### config.mk
export PLATFORM = sky130hd
export DESIGN_NAME = treasure_scan_ctrl
export DESIGN_NICKNAME = d
export VERILOG_FILES = /design/src/rtl/treasure_pkg.sv /design/src/rtl/sync_edge.sv /design/src/rtl/treasure_scan_ctrl.sv
export SDC_FILE = /design/constraint.sdc
export NUM_CORES = 1
export LEC_CHECK = 0
export CAP_MARGIN = 20
export CELL_PAD_IN_SITES_DETAIL_PLACEMENT = 1
export CELL_PAD_IN_SITES_GLOBAL_PLACEMENT = 1
export CORE_MARGIN = 5
export CORE_UTILIZATION = 41
export CTS_BUF_LIST = sky130_fd_sc_hd__clkbuf_4 sky130_fd_sc_hd__clkbuf_8
export DETAILED_ROUTE_END_ITERATION = 8
export GPL_TIMING_DRIVEN = 1
export PLACE_DENSITY = 0.78
export RECOVER_POWER = 100
export SYNTH_ARGS = -nofsm -noshare
export SYNTH_HDL_FRONTEND = slang
export SYNTH_SLANG_ARGS = --single-unit
### constraint.sdc
create_clock -name CLK -period 1.9 [get_ports CLK]
set_clock_uncertainty 0.2 [all_clocks]
set_input_delay 0.38 -clock CLK [delete_from_list [all_inputs] [get_ports CLK]]
set_output_delay 0.38 -clock CLK [all_outputs]
set_load 0.02 [all_outputs]
### src/rtl/treasure_pkg.sv
// Shared encodings for the treasure scan controller: result fields, colour/shape codes, FSM states.
package treasure_pkg;

    localparam int unsigned RESULT_W   = 4;
    localparam int unsigned COLOUR_MSB = 3;
    localparam int unsigned COLOUR_LSB = 2;
    localparam int unsigned SHAPE_MSB  = 1;
    localparam int unsigned SHAPE_LSB  = 0;

    localparam logic [1:0] COLOUR_NONE = 2'd0;
    localparam logic [1:0] COLOUR_BLUE = 2'd1;
    localparam logic [1:0] COLOUR_RED  = 2'd2;

    localparam logic [1:0] SHAPE_NONE     = 2'd0;
    localparam logic [1:0] SHAPE_TRIANGLE = 2'd1;
    localparam logic [1:0] SHAPE_SQUARE   = 2'd2;
    localparam logic [1:0] SHAPE_DIAMOND  = 2'd3;

    // One-hot so that ARD_VALID and BUSY are single-register decodes.
    typedef enum logic [4:0] {
        ST_IDLE       = 5'b00001,
        ST_WAIT_FRAME = 5'b00010,
        ST_CAPTURE    = 5'b00100,
        ST_REPORT     = 5'b01000,
        ST_ACK_LOW    = 5'b10000
    } state_t;

    function automatic logic [RESULT_W-1:0] make_result(input logic [1:0] colour,
                                                        input logic [1:0] shape);
        logic [RESULT_W-1:0] r;
        r = '0;
        r[COLOUR_MSB:COLOUR_LSB] = colour;
        r[SHAPE_MSB:SHAPE_LSB]   = shape;
        return r;
    endfunction

endpackage

### src/rtl/sync_edge.sv
// Two-flop synchronizer; with EDGE set, q is a one-cycle pulse on a synchronized rising edge.
module sync_edge #(
    parameter bit EDGE = 1'b0
) (
    input  logic clk,
    input  logic rst_n,
    input  logic d,
    output logic q
);

    logic s1;
    logic s2;

    always_ff @(posedge clk or negedge rst_n) begin
        if (!rst_n) begin
            s1 <= 1'b0;
            s2 <= 1'b0;
        end else begin
            s1 <= d;
            s2 <= s1;
        end
    end

    generate
        if (EDGE) begin : g_edge
            logic s3;
            always_ff @(posedge clk or negedge rst_n) begin
                if (!rst_n) s3 <= 1'b0;
                else        s3 <= s2;
            end
            assign q = s2 & ~s3;
        end else begin : g_level
            assign q = s2;
        end
    endgenerate

endmodule

### src/rtl/treasure_scan_ctrl.sv
// Runs one treasure scan: captures per-frame results, reports an agreed result or a timeout
// to the Arduino over a 4-phase VALID/ACK handshake.
module treasure_scan_ctrl
    import treasure_pkg::*;
#(
    parameter int unsigned AGREE_FRAMES = 3,
    parameter int unsigned MAX_FRAMES   = 15
) (
    input  logic                CLK,
    input  logic                RESET_N,
    input  logic                SCAN_REQ,
    input  logic                VGA_VSYNC_NEG,
    input  logic [RESULT_W-1:0] IP_RESULT,
    input  logic                IP_RDY,
    input  logic                ARD_ACK,
    output logic [RESULT_W-1:0] ARD_DATA,
    output logic                ARD_VALID,
    output logic                ARD_TIMEOUT,
    output logic                BUSY
);

    localparam logic [3:0] AGREE_W = 4'(AGREE_FRAMES);
    localparam logic [3:0] MAX_W   = 4'(MAX_FRAMES);

    state_t              state;
    logic [RESULT_W-1:0] cand;
    logic [3:0]          agree_cnt;
    logic [3:0]          frame_cnt;
    logic                rdy_d;
    logic                vs_d;
    logic                req_rise;
    logic                ack_s;
    logic                rdy_rise;
    logic                vs_fall;
    logic [3:0]          frame_inc;
    logic [3:0]          agree_nxt;

    sync_edge #(.EDGE(1'b1)) u_req_sync (.clk(CLK), .rst_n(RESET_N), .d(SCAN_REQ), .q(req_rise));
    sync_edge #(.EDGE(1'b0)) u_ack_sync (.clk(CLK), .rst_n(RESET_N), .d(ARD_ACK),  .q(ack_s));

    assign rdy_rise  = IP_RDY & ~rdy_d;
    assign vs_fall   = vs_d & ~VGA_VSYNC_NEG;
    assign ARD_VALID = (state == ST_REPORT);
    assign BUSY      = (state != ST_IDLE);

    // A new result either extends the current run or starts a fresh run of one.
    always_comb begin
        frame_inc = frame_cnt + 4'd1;
        agree_nxt = 4'd1;
        if (agree_cnt != 4'd0 && IP_RESULT == cand) agree_nxt = agree_cnt + 4'd1;
    end

    always_ff @(posedge CLK or negedge RESET_N) begin
        if (!RESET_N) begin
            state       <= ST_IDLE;
            cand        <= '0;
            agree_cnt   <= 4'd0;
            frame_cnt   <= 4'd0;
            rdy_d       <= 1'b0;
            vs_d        <= 1'b0;
            ARD_DATA    <= '0;
            ARD_TIMEOUT <= 1'b0;
        end else begin
            rdy_d <= IP_RDY;
            vs_d  <= VGA_VSYNC_NEG;
            unique case (state)
                ST_IDLE: begin
                    if (req_rise) begin
                        cand      <= '0;
                        agree_cnt <= 4'd0;
                        frame_cnt <= 4'd0;
                        state     <= ST_WAIT_FRAME;
                    end
                end
                ST_WAIT_FRAME: begin
                    if (!VGA_VSYNC_NEG) state <= ST_CAPTURE;
                end
                ST_CAPTURE: begin
                    if (rdy_rise) begin
                        frame_cnt <= frame_inc;
                        agree_cnt <= agree_nxt;
                        cand      <= IP_RESULT;
                        if (agree_nxt == AGREE_W) begin
                            ARD_DATA    <= IP_RESULT;
                            ARD_TIMEOUT <= 1'b0;
                            state       <= ST_REPORT;
                        end else if (frame_inc == MAX_W) begin
                            ARD_DATA    <= '0;
                            ARD_TIMEOUT <= 1'b1;
                            state       <= ST_REPORT;
                        end else begin
                            state <= ST_WAIT_FRAME;
                        end
                    end else if (vs_fall) begin
                        // Frame ended without a result: it counts, but breaks the run.
                        frame_cnt <= frame_inc;
                        agree_cnt <= 4'd0;
                        if (frame_inc == MAX_W) begin
                            ARD_DATA    <= '0;
                            ARD_TIMEOUT <= 1'b1;
                            state       <= ST_REPORT;
                        end
                    end
                end
                ST_REPORT: begin
                    if (ack_s) state <= ST_ACK_LOW;
                end
                ST_ACK_LOW: begin
                    if (!ack_s) state <= ST_IDLE;
                end
                default: state <= ST_IDLE;
            endcase
        end
    end

endmodule

==> results of run 1 <==
power by group through the flow:
stage / clock, mW / sequential (mW) / combinational, mW
detailed placement: 0 / 0.780 / 0.997
global placement: 0 / 0.769 / 0.936
global route: 0.567 / 0.808 / 1.64
finish: 0.519 / 0.795 / 1.56
floorplan: 0 / 0.788 / 0.519
CTS: 0.522 / 0.773 / 1.26
layer usage:
layer  global-route usage  part of all wire  vias to the layer above
li1                     -                 -                      670
met1                0.239              0.36                      784
met3               0.0597             0.049                       37
met2                0.401              0.52                       60
met5                    0                 0                        -
met4                0.138             0.073                        0
area by class of cell:
type,count,share of cell area
Multi-Input combinational cell,105,0.422
Sequential cell,29,0.285
Timing Repair Buffer,69,0.226
Clock buffer,6,0.0298
Tap cell,48,0.0234
Inverter,5,0.0103
Clock inverter,2,0.00391
placed cells by master, fill, tap and decap left out, types with 4 or more instances in the layout:
cell and instances:
a22o_1 4, nor2_1 6, clkbuf_8 5, clkdlybuf4s50_1 7, o21ai_2 8, buf_6 12, dfrtp_1 25, nor2_4 4
xor2_1 5, buf_4 41
flip-flops by register name (all words and copies together), names as in the netlist, 4 cells and up:
register,flops
ARD_DATA,4
frame_cnt,4
cand,4
agree_cnt,4
state,5
path summary, 6_finish.rpt:
| kind | from | endpoint | slack (ps) | cells after the start |
|---|---|---|---|---|
| setup / recovery | agree_cnt[2] | agree_cnt[2] | -200 | 6 |
| hold / removal | u_req_sync.s1 | u_req_sync.s2 | 150 | 0 |
| setup reg to reg | agree_cnt[2] | agree_cnt[2] | -200 | 6 |
| hold reg to reg | u_req_sync.s1 | u_req_sync.s2 | 150 | 0 |
| max in group asynchronous | RESET_N | agree_cnt[0] | 450 | 2 |
| min in group asynchronous | RESET_N | frame_cnt[1] | 540 | 2 |
per-stage QoR:
| step | setup TNS (ps) | instances | setup slack, ps | hold WS, ps | area (sq um) |
|---|---|---|---|---|---|
| 6_report | -2230 | 264 | -199 | 155 | 2560 |
| 3_3_place_gp | -4800 | 245 | -321 | 133 | 2050 |
| 5_1_grt | -3810 | 264 | -255 | 159 | 2560 |
| 2_1_floorplan | -189 | 141 | -54.2 | -116 | 1530 |
| 3_5_place_dp | -6000 | 245 | -385 | 137 | 2050 |
| 4_1_cts | -2210 | 259 | -177 | 153 | 2350 |
logic make-up after synthesis:
kind of cell,Yosys count,synth area share
XOR/XNOR,7,0.0404
AND/OR/NAND/NOR,46,0.182
multiplexers,5,0.0338
AO/OA/AOI/OAI,43,0.207
buffers and inverters,7,0.0248
adder cells (fa/ha/maj),4,0.0330
flip-flops,29,0.479
worst max-delay path, stage by stage, from the launching register on:
cell	delay (ps)
dfrtp_1	470
buf_4	190
nor2_1	80
a211oi_2	320
and2_1	310
nand3b_1	180
a31oi_4	250
what timing repair did:
action / 4_1_cts / 5_1_grt
pin swaps: 18 / 22
buffers inserted: 7 / 7
hold buffers: 0 / 0
gates resized for setup: 49 / 49
setup endpoints to repair: 24 / 25
==> metrics.txt, run 1 <==
CTS H-tree lvls 2; count leader, synth dfrtp_1; Max-slew headroom 0.505; # DRC 0; Worst-Margin Slew 743 ps; CP max FO 5; Area growth syn-to-layout 69.0%; Area contributors post-synth dfrtp_1, xor2_1, ha_1; Hold Crit Class register to register; vias in the first global route 1725; CTS tree yes; startpoint type of the worst setup path register; Tmin final 2100 ps; clk root buf clkbuf_8; Gate power share 0.543; Filler cells 363; Sink Count 29; GP Congestion 0.845; Core Region 0.00363 sq mm; first-pass GRT wire length 8620 um; Die Span Y 70.8 um; Reg area 731 sq um; crit path DAT 2100 ps; Final Hold Fails 0; Clock transition at path regs 70 ps; Row Count 22; Yosys top cell area share 0.462; Die Area 0.00501 sq mm; endpoints failing setup 23; GRT overflow 0; switching pwr 1.14 mW; Synth Instances 141; synth cell count leaders dfrtp_1, nor2_1, o21ai_0, nand2_1, nand3_1; Critical Path RT 1900 ps; Post-synth EDFFs 0; pwr dens 1120 mW/mm^2; failing checks negative setup slack; Worst Slack Setup Final -199 ps; Sw Share 0.396; post-layout util 0.705; largest net degree at the start of global routing 30; Syn Nets 155; Post-Syn Area 0.00152 sq mm; RSZ-0062 raised after global routing yes; f_max 476 MHz; routed vias 1551; Syn. warnings 0; detailed placement HPWL 3200 um; status finished, violations left; Overall Global Routing Usage 0.227; Main synth FF type dfrtp_1; Slew Limit Fails 0; initial core utilization 0.417; Detailed Route Iter0 Violations 131; initial antenna violation count 0; PortBufs 16; Syn Area/Cell 10.8 sq um; Final ANT Viol Nets 0; CTS Buffer Depth 2; DR WL/cell 24.8 um; Distinct cells, synth 49; Yosys reg bits 29; biggest area consumer among synthesized cells dfrtp_1; Max-Cap Viols 0; total wire length 6550 um; Die W 70.8 um; Final nets 229; clk_lat worst skew 290 ps; Flop pwr share 0.277; ant diodes 0; I/O Pins 17; P_leak 1.12 nW; sequential-to-total area share from yosys stat 0.479; Worst setup EP type register; CTS Buf Count 5; share of flip-flops with an asynchronous set or reset 1.00; area of the multi-input gates 0.00108 sq mm; Max IR drop VDD 0.584 mV; Clock power frac 0.181; drt pass-1 iters 4; Internal Power 1.74 mW; Setup Crit Path Kind register to register; layout cell share with drive strength beyond 1 0.574; Vias/cell 5.88; final period utilization 1.10; Power Total 2.87 mW
(Power assumes the default switching activity.)
==> run 2: changes to the inputs <==
==> constraint.sdc (replaced) <==
create_clock -name CLK -period 1.9 [get_ports CLK]
set_clock_uncertainty 0.2 [all_clocks]
set_input_delay 0.19 -clock CLK [delete_from_list [all_inputs] [get_ports CLK]]
set_output_delay 0.19 -clock CLK [all_outputs]
set_load 0.02 [all_outputs]
==> metrics.txt, run 2 (same netlist as run 1, synthesis figures left out) <==
commonest non-fill, non-tap cell in the layout buf_4; switching pwr 1.04 mW (-8.2%); Sink Count 29 (unchanged); Flop pwr share 0.298 (+0.021); Tmin final 2130 ps (+30.1 ps); CTS Buf Count 5 (unchanged); total wire length 6010 um (-8.2%); GRT overflow 0 (unchanged); Clock power frac 0.206 (+0.025); Final nets 219 (-4.4%); Area growth syn-to-layout 59.2%; Detailed Route Iter0 Violations 64 (-51%); clk root buf clkbuf_8; Sw Share 0.383 (-0.0124); final period utilization 1.12 (+0.0159); Internal Power 1.68 mW (-3.3%); Max-slew headroom 0.431 (-0.0735); startpoint type of the worst setup path register; Vias/cell 5.78 (-1.7%); Row Count 22 (unchanged); vias in the first global route 1642 (-4.8%); RSZ-0062 raised after global routing yes; Overall Global Routing Usage 0.227 (+0.000581); Gate power share 0.496 (-0.047); Power Total 2.72 mW (-5.2%); Most flops, register state; Core Region 0.00363 sq mm (unchanged); largest net degree at the start of global routing 16 (-47%); detailed placement HPWL 3330 um (+4.1%); Worst Slack Setup Final -229 ps (-30.1 ps); endpoints failing setup 20 (-13%); Setup Crit Path Kind register to register; CTS tree yes; PortBufs 16 (unchanged); post-placement cell area 0.00201 sq mm (-1.8%); initial core utilization 0.417 (unchanged); Max-Cap Viols 0 (unchanged); CTS Buffer Depth 2 (unchanged); failing checks negative setup slack; Die Area 0.00501 sq mm (unchanged); clk_lat worst skew 280 ps (about the same); layout cell share with drive strength beyond 1 0.524 (-0.0498); post-route setup TNS -1730 ps (+501 ps); CTS H-tree lvls 2 (unchanged); crit path DAT 2090 ps (about the same); first-pass GRT wire length 8740 um (+1.4%); P_leak 1.07 nW (-4.5%); DR WL/cell 23.7 um (-4.6%); Slew Limit Fails 0 (unchanged); Reg area 731 sq um (unchanged); Clock transition at path regs 60 ps (about the same); Worst-Margin Slew 853 ps (+110 ps); Max IR drop VDD 0.636 mV (+8.8%); Hold WS 152 ps (-2.45 ps); I/O Pins 17 (unchanged); Final ANT Viol Nets 0 (unchanged); drt pass-1 iters 4 (unchanged); Hold Crit Class register to register; # DRC 0 (unchanged); ant diodes 0 (unchanged); max FFs per register 5 (unchanged); Critical Path RT 1860 ps (-40 ps); Filler cells 380 (+4.7%); pwr dens 1130 mW/mm^2 (+0.57%); most frequent cells in the layout buf_4, dfrtp_1, nor2_1; Die Span Y 70.8 um (unchanged); slowest CP cell dfrtp_1; CP max stage delay 460 ps (about the same); Final Hold Fails 0 (unchanged); status finished, violations left; Die W 70.8 um (unchanged); area of the multi-input gates 0.00101 sq mm (-6.1%); cells along the critical path inv_1 > ha_4 > nor4b_4 > nand4_1 > buf_6 > mux2i_2 > a2bb2oi_2; routed vias 1467 (-5.4%); initial antenna violation count 0 (unchanged); GP Congestion 0.832 (-1.5%); f_max 470 MHz (-1.4%); CP max FO 4 (-1); final instance area 0.00241 sq mm (-5.8%); Worst setup EP type register
## run 2: cell types whose count changed in the layout (fill, tap and decap cells not counted), sizes merged
cell / change
buf: -11
dlygate4sd2: -1
dlygate4sd3: +4
clkinv: -1
clkdlybuf4s25: -1
## run 2: timing repair
action	4_1_cts	5_1_grt
hold endpoints to repair	0	0
resized for setup	42	29
setup buffers	4	2
endpoints found under the setup margin	24	23
pin swaps	15	9
hold buffers	0	0
## run 2: critical path: cells and delay by family, from the launching register on
kind | cells | cell delay, ps
AO/OA/AOI/OAI | 1 | 100
adder cells (fa/ha/maj) | 1 | 290
AND/OR/NAND/NOR | 2 | 450
multiplexers | 1 | 210
flip-flops | 1 | 460
buffers and inverters | 2 | 300
## run 2: power groups by stage
stage                     Combinational (mW)  Sequential, mW  Clock [mW]
after floorplan                        0.519           0.788           0
after global placement                 0.896           0.776           0
after detailed placement               0.959           0.791           0
after CTS                               1.14           0.787       0.564
after global routing                    1.43           0.823       0.593
final                                   1.35           0.812       0.560
## run 2: stage by stage
step | std cells | util | setup WS [ps]
after global routing | 254 | 0.665 | -257
after detailed placement | 240 | 0.554 | -254
final | 254 | 0.665 | -229
after CTS | 252 | 0.626 | -138
after global placement | 240 | 0.554 | -136
after floorplan | 141 | - | -54.2
## run 2: worst paths after layout
path                          startpoint      endpoint  slack [ps]  cells past startpoint
setup / recovery            agree_cnt[1]   ARD_DATA[1]        -230                      7
hold / removal             u_ack_sync.s1  u_ack_sync.q         150                      0
max in group asynchronous        RESET_N  frame_cnt[0]         520                      2
setup reg to reg            agree_cnt[1]   ARD_DATA[1]        -230                      7
hold reg to reg            u_ack_sync.s1  u_ack_sync.q         150                      0
min in group asynchronous        RESET_N       cand[1]         400                      2
## run 2: final cells by class
class	count	share of cell area
clock buffers	7	0.0399
clock inverters	1	0.00207
inverters	5	0.00881
multi-input cells	105	0.420
flip-flops and latches	29	0.303
well taps	48	0.0249
repair buffers	59	0.202
## run 2: routing by layer
layer / global-route usage / share of wire / up-vias
li1: - / - / 648
met1: 0.273 / 0.40 / 737
met2: 0.405 / 0.52 / 61
met3: 0.0327 / 0.046 / 21
met4: 0.0939 / 0.033 / 0
met5: 0 / 0 / -
